**src/rtl/rpn_pkg.sv**
```systemverilog
// Shared key codes, op codes and FSM states for the RPN key decoder.
// RPN_HEX_EN widens the digit set to 0-F.
package rpn_pkg;

    localparam int unsigned KEY_ENTER = 16;
    localparam int unsigned KEY_NEG   = 17;
    localparam int unsigned KEY_ADD   = 18;
    localparam int unsigned KEY_MUL   = 19;
    localparam int unsigned KEY_CLEAR = 20;

    typedef enum logic [1:0] {
        OP_NONE = 2'd0,
        OP_NEG  = 2'd1,
        OP_ADD  = 2'd2,
        OP_MUL  = 2'd3
    } op_e;

    typedef enum logic [1:0] {
        IDLE,
        ACCUM,
        OP_PEND
    } state_e;

    function automatic logic is_digit(input int unsigned k);
`ifdef RPN_HEX_EN
        return k < 16;
`else
        return k < 10;
`endif
    endfunction

    function automatic op_e key_op(input int unsigned k);
        op_e o;
        case (k)
            KEY_NEG: o = OP_NEG;
            KEY_ADD: o = OP_ADD;
            KEY_MUL: o = OP_MUL;
            default: o = OP_NONE;
        endcase
        return o;
    endfunction

endpackage

```
**src/rtl/rpn_digit_acc.sv**
```systemverilog
// Next-entry arithmetic: decimal multiply-add, or hex shift-or
// when RPN_HEX_EN is defined. Results wrap modulo 2^W.
module rpn_digit_acc #(
    parameter int W = 16
) (
    input  logic [W-1:0] entry_i,
    input  logic [3:0]   digit_i,
    output logic [W-1:0] next_o
);

`ifdef RPN_HEX_EN
    assign next_o = {entry_i[W-5:0], digit_i};
`else
    // x*10 as x*8 + x*2 keeps everything in W bits
    assign next_o = (entry_i << 3) + (entry_i << 1) + W'(digit_i);
`endif

endmodule

```
**src/rtl/rpn_key_decoder.sv**
```systemverilog
// Key-code front end for the RPN core: assembles operands and issues
// one-cycle push/op commands. RPN_HEX_EN enables hex digit entry.
module rpn_key_decoder
    import rpn_pkg::*;
#(
    parameter int W  = 16,
    parameter int KW = 5
) (
    input  logic          step,
    input  logic          nrst,
    input  logic          key_valid,
    input  logic [KW-1:0] key,
    output logic          key_ready,
    output logic          push,
    output logic [1:0]    op,
    output logic [W-1:0]  d,
    output logic [W-1:0]  entry,
    output logic          entry_active,
    output logic          err
);

    state_e         state_q;
    op_e            pend_q;
    op_e            op_q;
    logic           push_q;
    logic           err_q;
    logic [W-1:0]   d_q;
    logic [W-1:0]   entry_q;
    logic [W-1:0]   acc_nxt;
    logic [31:0]    key_u;
    logic           accept;
    logic           is_dig;
    logic           is_term;
    op_e            cmd;

    assign key_u   = 32'(key);
    assign accept  = key_valid & key_ready;
    assign is_dig  = is_digit(key_u);
    assign is_term = (key_u == KEY_ENTER) || (key_u == KEY_CLEAR);
    assign cmd     = key_op(key_u);

    rpn_digit_acc #(.W(W)) u_acc (
        .entry_i (entry_q),
        .digit_i (key[3:0]),
        .next_o  (acc_nxt)
    );

    always_ff @(posedge step or negedge nrst) begin
        if (!nrst) begin
            state_q <= IDLE;
            pend_q  <= OP_NONE;
            op_q    <= OP_NONE;
            push_q  <= 1'b0;
            err_q   <= 1'b0;
            d_q     <= '0;
            entry_q <= '0;
        end else begin
            push_q <= 1'b0;
            op_q   <= OP_NONE;
            err_q  <= 1'b0;
            if (state_q == OP_PEND) begin
                op_q    <= pend_q;
                pend_q  <= OP_NONE;
                state_q <= IDLE;
            end else if (accept) begin
                unique case (1'b1)
                    is_dig: begin
                        entry_q <= acc_nxt;
                        state_q <= ACCUM;
                    end
                    is_term: begin
                        if (state_q == ACCUM && key_u == KEY_ENTER) begin
                            push_q <= 1'b1;
                            d_q    <= entry_q;
                        end
                        entry_q <= '0;
                        state_q <= IDLE;
                    end
                    (cmd != OP_NONE): begin
                        // operator ends an entry: push now, op next cycle
                        if (state_q == ACCUM) begin
                            push_q  <= 1'b1;
                            d_q     <= entry_q;
                            pend_q  <= cmd;
                            entry_q <= '0;
                            state_q <= OP_PEND;
                        end else begin
                            op_q <= cmd;
                        end
                    end
                    default: err_q <= 1'b1;
                endcase
            end
        end
    end

    assign key_ready    = (state_q != OP_PEND);
    assign push         = push_q;
    assign op           = op_q;
    assign d            = d_q;
    assign entry        = entry_q;
    assign entry_active = (state_q == ACCUM);
    assign err          = err_q;

endmodule
```
**config.mk**
```make
export PLATFORM = sky130hd
export DESIGN_NAME = rpn_key_decoder
export DESIGN_NICKNAME = d
export VERILOG_FILES = /design/src/rtl/rpn_pkg.sv /design/src/rtl/rpn_digit_acc.sv /design/src/rtl/rpn_key_decoder.sv
export SDC_FILE = /design/constraint.sdc
export NUM_CORES = 1
export LEC_CHECK = 0
export ABC_CLOCK_PERIOD_IN_PS = 3400
export CELL_PAD_IN_SITES_DETAIL_PLACEMENT = 0
export CELL_PAD_IN_SITES_GLOBAL_PLACEMENT = 1
export CORE_AREA = 2 2 82 84
export CTS_BUF_LIST = sky130_fd_sc_hd__clkbuf_16
export DETAILED_ROUTE_END_ITERATION = 8
export DIE_AREA = 0 0 84 86
export HOLD_SLACK_MARGIN = 0.05
export PLACE_DENSITY_LB_ADDON = 0.1
export SETUP_SLACK_MARGIN = 0.02
export SLEW_MARGIN = 20
export SYNTH_ARGS = -nofsm -noshare
export SYNTH_HDL_FRONTEND = slang
export SYNTH_SLANG_ARGS = --single-unit
```
**constraint.sdc**
```tcl
create_clock -name step -period 3.4 [get_ports step]
set_input_delay 0.85 -clock step [delete_from_list [all_inputs] [get_ports step]]
set_output_delay 0.85 -clock step [all_outputs]
set_load 0.01 [all_outputs]
```
==> results of run 1 <==
==> metrics by stage <==
stage          utilization [%]  instance area [um^2]  std cells  setup TNS (ps)  worst slack, ps
6_report                  53.6                  3360        396               0              193
5_1_grt                   53.6                  3360        396               0             98.0
4_1_cts                   53.5                  3360        396               0             75.2
3_5_place_dp              50.6                  3180        388           -1580             -423
3_3_place_gp              50.6                  3180        388           -1750             -424
2_1_floorplan                -                  2520        251               0             54.5
==> power by group through the flow <==
stage / Sequential (uW) / Combinational [uW] / Clock [uW]
5_1_grt: 857 / 2040 / 571
3_5_place_dp: 835 / 1780 / 0
4_1_cts: 827 / 1810 / 554
3_3_place_gp: 833 / 1780 / 0
2_1_floorplan: 867 / 1010 / 0
6_report: 817 / 1810 / 537
==> flip-flops by register name (all words and copies together) (netlist names) <==
signal / cells
d: 16
entry: 16
err: 1
op: 2
pend_q: 2
push: 1
state_q: 2
==> critical path: stages <==
cell	delay (ps)
clkdlybuf4s50_1	460
ha_1	310
ha_1	230
fa_2	360
a211oi_2	260
o21bai_1	120
a2111oi_1	400
buf_4	190
o2111ai_1	130
nand3_1	110
==> timing repair <==
| action | CTS | global route |
|---|---|---|
| hold buffers | 0 | 0 |
| pin swaps | 3 | 4 |
| resized for setup | 3 | 3 |
| endpoints found under the setup margin | 3 | 4 |
==> layer usage <==
layer	vias to the layer above	wire [um]	global-route usage, %
met5	-	0	0
li1	1063	-	-
met1	1014	2900	24.3
met3	4	191	3.18
met2	35	2820	30.5
met4	0	52	4.99
==> how the worst max path moves through the flow <==
stage / slack, ps / cells past startpoint / end
finish: 190 / 10 / entry[12]
global route: 100 / 10 / entry[10]
CTS: 80 / 11 / entry[12]
detailed placement: -420 / 11 / entry[12]
global placement: -420 / 11 / entry[10]
floorplan: 50 / 9 / entry[12]
==> synthesized netlist by cell type, types with 2 or more instances <==
| cell type | n |
|---|---|
| a221oi_1 | 3 |
| a22o_1 | 2 |
| nand2_1 | 27 |
| o211ai_1 | 2 |
| a211o_1 | 2 |
| nor2b_1 | 2 |
| a211oi_1 | 5 |
| nand3b_1 | 2 |
| nand4b_1 | 2 |
| dfrtp_1 | 40 |
| xnor2_1 | 2 |
| nor3_1 | 2 |
| nand3_1 | 8 |
| a2111o_1 | 2 |
| o21a_1 | 2 |
| inv_1 | 12 |
| nor2_1 | 16 |
| xor2_1 | 2 |
| nor4_1 | 3 |
| a21oi_1 | 15 |
| ha_1 | 28 |
| o41ai_1 | 2 |
| nor4b_1 | 3 |
| o21ai_0 | 20 |
| mux2_2 | 16 |
| buf_6 | 2 |
| fa_1 | 2 |
| a21o_1 | 3 |
| o31ai_1 | 2 |
| buf_2 | 3 |
| nand2_2 | 2 |
==> logic make-up (layout without fill, tap and decap cells) <==
logic type                 after synthesis  after routing  share of synthesized area [%]
adders and majority gates               30             30                           15.5
and+or+nand+nor                         75             75                           15.0
DFF                                     40             40                           39.7
xor gates and xnor gates                 4              4                           1.39
muxes                                   16             16                           7.15
AOI/OAI and AO/OA                       68             68                           17.8
buffers and inverters                   18             86                           3.43
==> final cells by class <==
class / instances / area [um^2] / share of cell area [%]
multi-input cells: 193 / 1450 / 43.0
flip-flops and latches: 40 / 1000 / 29.8
repair buffers: 66 / 606 / 18.0
clock buffers: 5 / 125 / 3.72
well taps: 77 / 96.3 / 2.86
inverters: 12 / 45.0 / 1.34
clock inverters: 3 / 42.5 / 1.26
==> flow_metrics.py, run 1 <==
metrics = {
    "status": {
        "outcome": "complete, no violations",
    },
    "setup_path": {
        "startpoint": "key[2]",
        "ff2ff_path_depth": 10,
        "critPathArrivalTime_ps": 3420,
        "r2r_setup_slack_ps": 670,
        "cp_max_fo": 4,
        "startpoint_type": "input port",
        "r2r_end": "entry[12]",
        "cp-end-kind": "register",
        "required_ps": 3620,
        "path_class": "in -> reg",
        "r2r-start": "entry[0]",
    },
    "timing": {
        "fmax_mhz": 312,
        "grt_setup_unrepaired": "false",
        "timing.final.crit_share_pct": 94.3,
        "hold_slack_ps": 503,
        "setup_viol": 0,
        "hold_viol": 0,
        "min_period_ps": 3210,
        "maxSlewHeadroom_pct": 37.9,
        "skew_ps": 5.29,
        "tightest_slew_ps": 931,
        "maxSlewViolCount": 0,
    },
    "min_path": {
        "holdPathStages": 1,
        "hp-class": "reg -> reg",
        "worstHoldStart": "d[1]",
        "holdPathEnd": "d[1]",
    },
    "synth": {
        "syn_area_um2": 2520,
        "synth.largest_area_cell": "dfrtp_1",
        "ys.flop_type": "dfrtp_1",
        "ys_ff_latch": 40,
        "yosys_warnings": 0,
        "synth_edf_count": 0,
        "yosysSeqAreaShare_pct": 39.7,
        "async_flop_share_pct": 100,
        "synth_area_leaders": "dfrtp_1, ha_1, mux2_2",
        "syn-num-nets": 289,
        "synth_top_area_share_pct": 39.7,
        "syn_inst": 251,
        "syn-mean-instance-area_um2": 10.0,
        "netlist-cell-type-count": 48,
    },
    "floorplanning": {
        "start_util_pct": 40.1,
        "die_area_um2": 7220,
        "pin_count": 46,
        "fp-row-count": 29,
        "core_area_um2": 6280,
        "die_w_um": 84,
        "die_h_um": 86,
    },
    "final_layout": {
        "layout.cells.most_common_list": "clkdlybuf4s50_1, dfrtp_1, ha_1",
        "layout.nets": 356,
        "antenna_cells": 0,
        "final_layout_size_suffix_gt1_share_pct": 17.2,
        "synthToLayoutAreaGrowth_pct": 33.5,
        "mostFrequentLayoutCell": "clkdlybuf4s50_1",
        "fillers": 617,
    },
    "global_routing": {
        "grt_usage_pct": 18.1,
        "antenna_found_initial": 0,
        "grt_pass1_wl_mm": 10.5,
        "grt_max_degree": 41,
        "first_global_vias": 2194,
        "overflow": 0,
    },
    "cts": {
        "clkLatencyLatePin_ps": 280,
        "cts.sinks": 40,
        "clock_path_buffers": 2,
        "cts_tree": "built",
        "numCtsBuffers": 5,
        "path_clk_slew_ps": 60,
        "htree_levels": 2,
        "post_cts_buffers": 0,
        "clockRootBuffer": "clkbuf_16",
    },
    "route": {
        "wire_per_inst_um": 15.1,
        "drt-total-wl_mm": 5.96,
        "drc": 0,
        "via_per_inst": 5.34,
        "final_antenna_net_count": 0,
        "drt_iter0_drc": 61,
        "num_vias": 2116,
        "drt_first_pass_iters": 4,
    },
    "pwr": {
        "ir_drop_uv": 469,
        "switching_power_uw": 1250,
        "p_comb_share_pct": 57.2,
        "clkPwrFrac_pct": 17.0,
        "p_int_uw": 1920,
        "power_uw": 3160,
        "switching_share_pct": 39.4,
        "power.density_nw_per_um2": 940,
        "p_seq_share_pct": 25.9,
        "power.leakage_uw": 0.00156,
    },
    "placement": {
        "io_buffers": 45,
        "place_congestion": 0.842,
        "dp_hpwl_mm": 4.36,
    },
    "job": {
        "cap_violations": 0,
    },
}
(Power assumes the default switching activity.)
==> run 2: changes to the inputs <==
Settings changed: CELL_PAD_IN_SITES_DETAIL_PLACEMENT 0 to 2, CELL_PAD_IN_SITES_GLOBAL_PLACEMENT 1 to 2, CORE_AREA 2 2 82 84 to 2 2 91 93, DIE_AREA 0 0 84 86 to 0 0 93 95, GPL_TIMING_DRIVEN from default to 0.
==> run 2 against run 1 <==
Cell count grew 3.5%. Total power grew 1.2%. Clock power is 2% lower. Clock skew fell by 2.6 ps. Critical path depth shrank 1. Sequential share of layout area rose by 0.34 points. Core utilization shrank 12 points. Register-to-register slack worse by 90 ps. Largest power group unchanged.
==> flow_metrics.py, run 2 (synthesis results as in run 1) <==
metrics = {
    "timing": {
        "tightest_slew_ps": 857,
        "maxSlewViolCount": 0,
        "min_period_ps": 3200,
        "timing.final.crit_share_pct": 94.2,
        "hold_viol": 0,
        "fmax_mhz": 312,
        "grt_setup_unrepaired": "false",
        "setup_viol": 0,
        "maxSlewHeadroom_pct": 42.1,
        "skew_ps": 2.73,
    },
    "setup_path": {
        "slowest_stage": "a2111oi_4",
        "path_common_cell": "ha_1",
        "path_buf_inv": 1,
        "cp-end-kind": "register",
        "cp_max_fo": 6,
        "required_ps": 3550,
        "path_class": "in -> reg",
        "cpPeakStageDelay_ps": 450,
        "critPathArrivalTime_ps": 3350,
        "path_cells": "dlygate4sd2_1, ha_1, ha_1, fa_2, a211oi_4, o21bai_2, a2111oi_4, or4_1, nand3_1",
        "startpoint_type": "input port",
        "path_delay_family": "adder cells",
    },
    "pwr": {
        "switching_share_pct": 42.1,
        "ir_drop_uv": 325,
        "clkPwrFrac_pct": 16.4,
        "switching_power_uw": 1350,
        "p_int_uw": 1850,
        "power_uw": 3200,
        "p_comb_share_pct": 57.5,
        "power.density_nw_per_um2": 962,
        "p_seq_share_pct": 26.0,
        "power.leakage_uw": 0.00151,
    },
    "final_layout": {
        "fin_cells": 410,
        "final_layout_size_suffix_gt1_share_pct": 13.8,
        "layout.nets": 342,
        "synthToLayoutAreaGrowth_pct": 32.0,
        "layout.cells.most_common_list": "clkdlybuf4s50_1, dfrtp_1, ha_1",
        "antenna_cells": 0,
        "mostFrequentLayoutCell": "clkdlybuf4s50_1",
    },
    "cts": {
        "cts.sinks": 40,
        "clock_path_buffers": 2,
        "path_clk_slew_ps": 60,
        "numCtsBuffers": 5,
        "clockRootBuffer": "clkbuf_16",
        "cts_tree": "built",
        "clkLatencyLatePin_ps": 280,
        "htree_levels": 2,
        "cts-hold-fix-buffers": 0,
    },
    "placement": {
        "dp.cells": 402,
        "io_buffers": 45,
        "dp_hpwl_mm": 5.82,
        "place_congestion": 0.808,
    },
    "floorplanning": {
        "start_util_pct": 31.8,
        "die_h_um": 95,
        "core_area_um2": 7930,
        "die_w_um": 93,
        "die_area_um2": 8840,
        "fp-row-count": 33,
        "pin_count": 46,
    },
    "global_routing": {
        "grt_pass1_wl_mm": 13.0,
        "first_global_vias": 2495,
        "antenna_found_initial": 0,
        "overflow": 0,
        "grt_usage_pct": 18.9,
        "grt_max_degree": 25,
    },
    "min_path": {
        "hp-class": "reg -> reg",
    },
    "status": {
        "outcome": "complete, no violations",
    },
    "route": {
        "drt-total-wl_mm": 7.65,
        "drc": 0,
        "num_vias": 2176,
        "drt_iter0_drc": 30,
        "wire_per_inst_um": 18.6,
        "final_antenna_net_count": 0,
        "via_per_inst": 5.31,
        "drt_first_pass_iters": 4,
    },
    "job": {
        "cap_violations": 0,
    },
}
==> run 2: layout make-up <==
class | instances | area, um^2
well taps | 105 | 131
multi-input cells | 193 | 1480
clock inverters | 3 | 38.8
clock buffers | 5 | 125
inverters | 12 | 45.0
plain buffers | 6 | 41.3
fillers | 873 | 4600
flip-flops and latches | 40 | 1000
repair buffers | 46 | 462
==> run 2: stage by stage <==
stage | instance area (um^2) | util (%) | setup TNS, ps | hold WS [ps] | worst slack (ps)
final | 3330 | 42.0 | 0 | 503 | 197
after global routing | 3330 | 42.0 | 0 | 526 | 92.0
after CTS | 3310 | 41.8 | 0 | 509 | 83.6
after detailed placement | 3120 | 39.3 | -4830 | 495 | -996
after global placement | 3100 | 39.1 | -4290 | 486 | -956
after floorplan | 2520 | - | 0 | 469 | 54.5
==> run 2: routing by layer <==
| layer | global-route usage [%] | share of wire (%) |
|---|---|---|
| met3 | 2.39 | 2.5 |
| met5 | 0 | 0 |
| met1 | 24.0 | 46 |
| met4 | 4.78 | 1.0 |
| met2 | 34.2 | 51 |
==> run 2: final timing paths <==
check / start / slack, ps / cells after the start / to
min in group asynchronous: nrst / 510 / 1 / d[4]
worst max-delay path: key[2] / 200 / 9 / entry[10]
max in group asynchronous: nrst / 2410 / 2 / d[14]
worst min-delay path: d[3] / 500 / 1 / d[3]
worst min register to register: d[3] / 500 / 1 / d[3]
worst max register to register: entry[2] / 580 / 9 / entry[10]
==> run 2: power by group through the flow <==
stage | clock, uW | combinational [uW] | sequential [uW]
6_report | 525 | 1840 | 833
5_1_grt | 561 | 2060 | 870
4_1_cts | 547 | 1840 | 841
3_5_place_dp | 0 | 1760 | 849
3_3_place_gp | 0 | 1690 | 833
2_1_floorplan | 0 | 1010 | 867
==> run 2: repair_timing <==
| item | in CTS | in global routing |
|---|---|---|
| cloned | 0 | 0 |
| buffers inserted | 0 | 0 |
| resized for setup | 8 | 5 |
| endpoints found under the setup margin | 8 | 6 |
| pin swaps | 3 | 2 |
==> run 3: changes to the inputs <==
Settings changed: ABC_AREA from default to 1, CORE_AREA 2 2 91 93 to 2 2 97 99, DIE_AREA 0 0 93 95 to 0 0 99 101.
==> run 3 against run 2 <==
Clock-buffer cell count did not move. Sequential share of layout area shrank 1.3 points. Combinational power shrank 2%. Critical path depth rose by 2. Largest cell class unchanged. Critical endpoint unchanged. Sequential power up 1%. Worst hold slack worse by 10 ps. Clock power up 3%.
==> flow_metrics.py, run 3 <==
metrics = {
    "status": {
        "outcome": "complete, no violations",
    },
    "setup_path": {
        "critPathArrivalTime_ps": 3320,
        "startpoint_type": "input port",
        "r2r-start": "entry[0]",
        "r2r_end": "entry[10]",
        "cp-end-kind": "register",
        "path_class": "in -> reg",
        "ff2ff_path_depth": 10,
        "r2r_setup_slack_ps": 910,
        "cp_max_fo": 4,
        "required_ps": 3560,
    },
    "final_layout": {
        "layout.cells.most_common_list": "nand2_1, inv_1, clkdlybuf4s50_1",
        "final_layout_size_suffix_gt1_share_pct": 7.81,
        "synthToLayoutAreaGrowth_pct": 29.2,
        "finalCoreUtilization_pct": 38.7,
        "layout.nets": 421,
        "fin_cells": 495,
        "antenna_cells": 0,
        "mostFrequentLayoutCell": "nand2_1",
    },
    "pwr": {
        "power.leakage_uw": 0.00182,
        "power.density_nw_per_um2": 919,
        "ir_drop_uv": 282,
    },
    "synth": {
        "synthMuxAreaShare_pct": 6.85,
        "ys.flop_type": "dfrtp_1",
        "synth.most_common_cell": "nand2_1",
        "yosysSeqAreaShare_pct": 37.3,
        "synth_edf_count": 0,
        "synth.largest_area_cell": "dfrtp_1",
        "syn_inst": 330,
        "synth_top_family_by_area": "simple AND/OR/NAND/NOR gates",
        "syn_area_um2": 2690,
        "synth_area_leaders": "dfrtp_1, nand2_1, ha_1",
        "synth_simple_gate_area_share_pct": 25.8,
        "yosys_warnings": 0,
        "syn-mean-instance-area_um2": 8.14,
        "synth_top_area_share_pct": 37.3,
        "async_flop_share_pct": 100,
        "netlist-cell-type-count": 26,
        "ys_ff_latch": 40,
        "synth_common_cells": "nand2_1, inv_1, dfrtp_1",
        "synthAdderAreaFrac_pct": 14.5,
        "synth-compound-area-share_pct": 5.03,
        "syn-num-nets": 368,
        "synth_xor_area_share_pct": 2.28,
    },
    "timing": {
        "skew_ps": 4.79,
        "tightest_slew_ps": 596,
        "setup_viol": 0,
        "min_period_ps": 3170,
        "maxSlewViolCount": 0,
        "hold_slack_ps": 492,
        "hold_viol": 0,
        "grt_setup_unrepaired": "false",
        "maxSlewHeadroom_pct": 60.3,
        "timing.final.crit_share_pct": 93.1,
        "setup_ws_ps": 234,
        "fmax_mhz": 316,
    },
    "cts": {
        "clock_path_buffers": 2,
        "path_clk_slew_ps": 60,
        "htree_levels": 2,
        "post_cts_buffers": 0,
        "cts_tree": "built",
        "clockRootBuffer": "clkbuf_16",
        "clkLatencyLatePin_ps": 280,
        "cts.sinks": 40,
        "post_cts_resized": 0,
        "cts-hold-fix-buffers": 0,
        "numCtsBuffers": 5,
    },
    "route": {
        "via_per_inst": 4.80,
        "drt_first_pass_iters": 4,
        "final_antenna_net_count": 0,
        "drc": 0,
        "drt-total-wl_mm": 8.04,
        "wire_per_inst_um": 16.2,
        "num_vias": 2375,
        "drt_iter0_drc": 67,
    },
    "global_routing": {
        "grt_max_degree": 25,
        "grt_usage_pct": 17.3,
        "antenna_found_initial": 0,
        "grt_pass1_wl_mm": 13.5,
        "overflow": 0,
        "first_global_vias": 2632,
    },
    "placement": {
        "place_congestion": 0.728,
        "io_buffers": 45,
        "dp.cells": 487,
        "dp_hpwl_mm": 6.60,
        "pre_cts_ws_ps": -128,
    },
    "min_path": {
        "holdPathStages": 1,
        "holdPathEnd": "d[8]",
        "hp-class": "reg -> reg",
        "worstHoldStart": "d[8]",
    },
    "floorplanning": {
        "die_h_um": 101,
        "core_area_um2": 8980,
        "start_util_pct": 29.9,
        "die_w_um": 99,
        "die_area_um2": 10000,
        "fp-row-count": 35,
        "pin_count": 46,
    },
    "job": {
        "cap_violations": 0,
    },
}
## run 3: through the flow
stage | total power [uW] | setup TNS [ps] | cell area, um^2
floorplan | 1900 | 0 | 2690
global placement | 2610 | -163 | 3280
detailed placement | 2690 | -224 | 3300
CTS | 3260 | 0 | 3470
global route | 3490 | 0 | 3470
finish | 3190 | 0 | 3470
## run 3: worst max-delay path: stages
cell and delay, ps:
clkdlybuf4s50_1 480, inv_1 120, fa_1 560, inv_1 80, fa_1 500, nand3_1 130
nand3_2 120, nand2_1 90, nand2_1 70, xnor2_1 220, o21ai_0 110
## run 3: worst max path at each step
stage / from / endpoint / depth (start not counted)
floorplan: key[3] / entry[8] / 10
global placement: key[3] / entry[10] / 11
detailed placement: key[3] / entry[10] / 11
CTS: key[3] / entry[10] / 11
global route: key[3] / entry[10] / 11
finish: key[3] / entry[10] / 11
## run 3: kinds of logic (layout without fill, tap and decap cells)
| logic type | Yosys count | in the layout |
|---|---|---|
| and+or+nand+nor | 161 | 161 |
| adders and majority gates | 30 | 30 |
| xor gates and xnor gates | 7 | 7 |
| muxes | 13 | 13 |
| buffers and inverters | 54 | 108 |
| DFF | 40 | 40 |
| AOI/OAI and AO/OA | 25 | 25 |
## run 3: per-layer routing
| metal | global-route usage [%] | wire (um) | vias up |
|---|---|---|---|
| li1 | - | - | 1163 |
| met3 | 2.36 | 168 | 4 |
| met2 | 31.9 | 4300 | 29 |
| met5 | 0 | 0 | - |
| met1 | 21.7 | 3520 | 1179 |
| met4 | 3.48 | 45 | 0 |
## run 3: power by group
part           internal, uW  total, uW  switching (uW)
registers               655        844             188
logic                   822       1800             980
clock network           345        543             198
total                  1820       3190            1370
## run 3: cell type report
type | count | area, um^2
plain buffers | 3 | 30.0
repair buffers | 46 | 473
well taps | 111 | 139
flip-flops and latches | 40 | 1000
clock buffers | 5 | 125
multi-input cells | 236 | 1470
fillers | 1001 | 5510
inverters | 51 | 191
clock inverters | 3 | 42.5
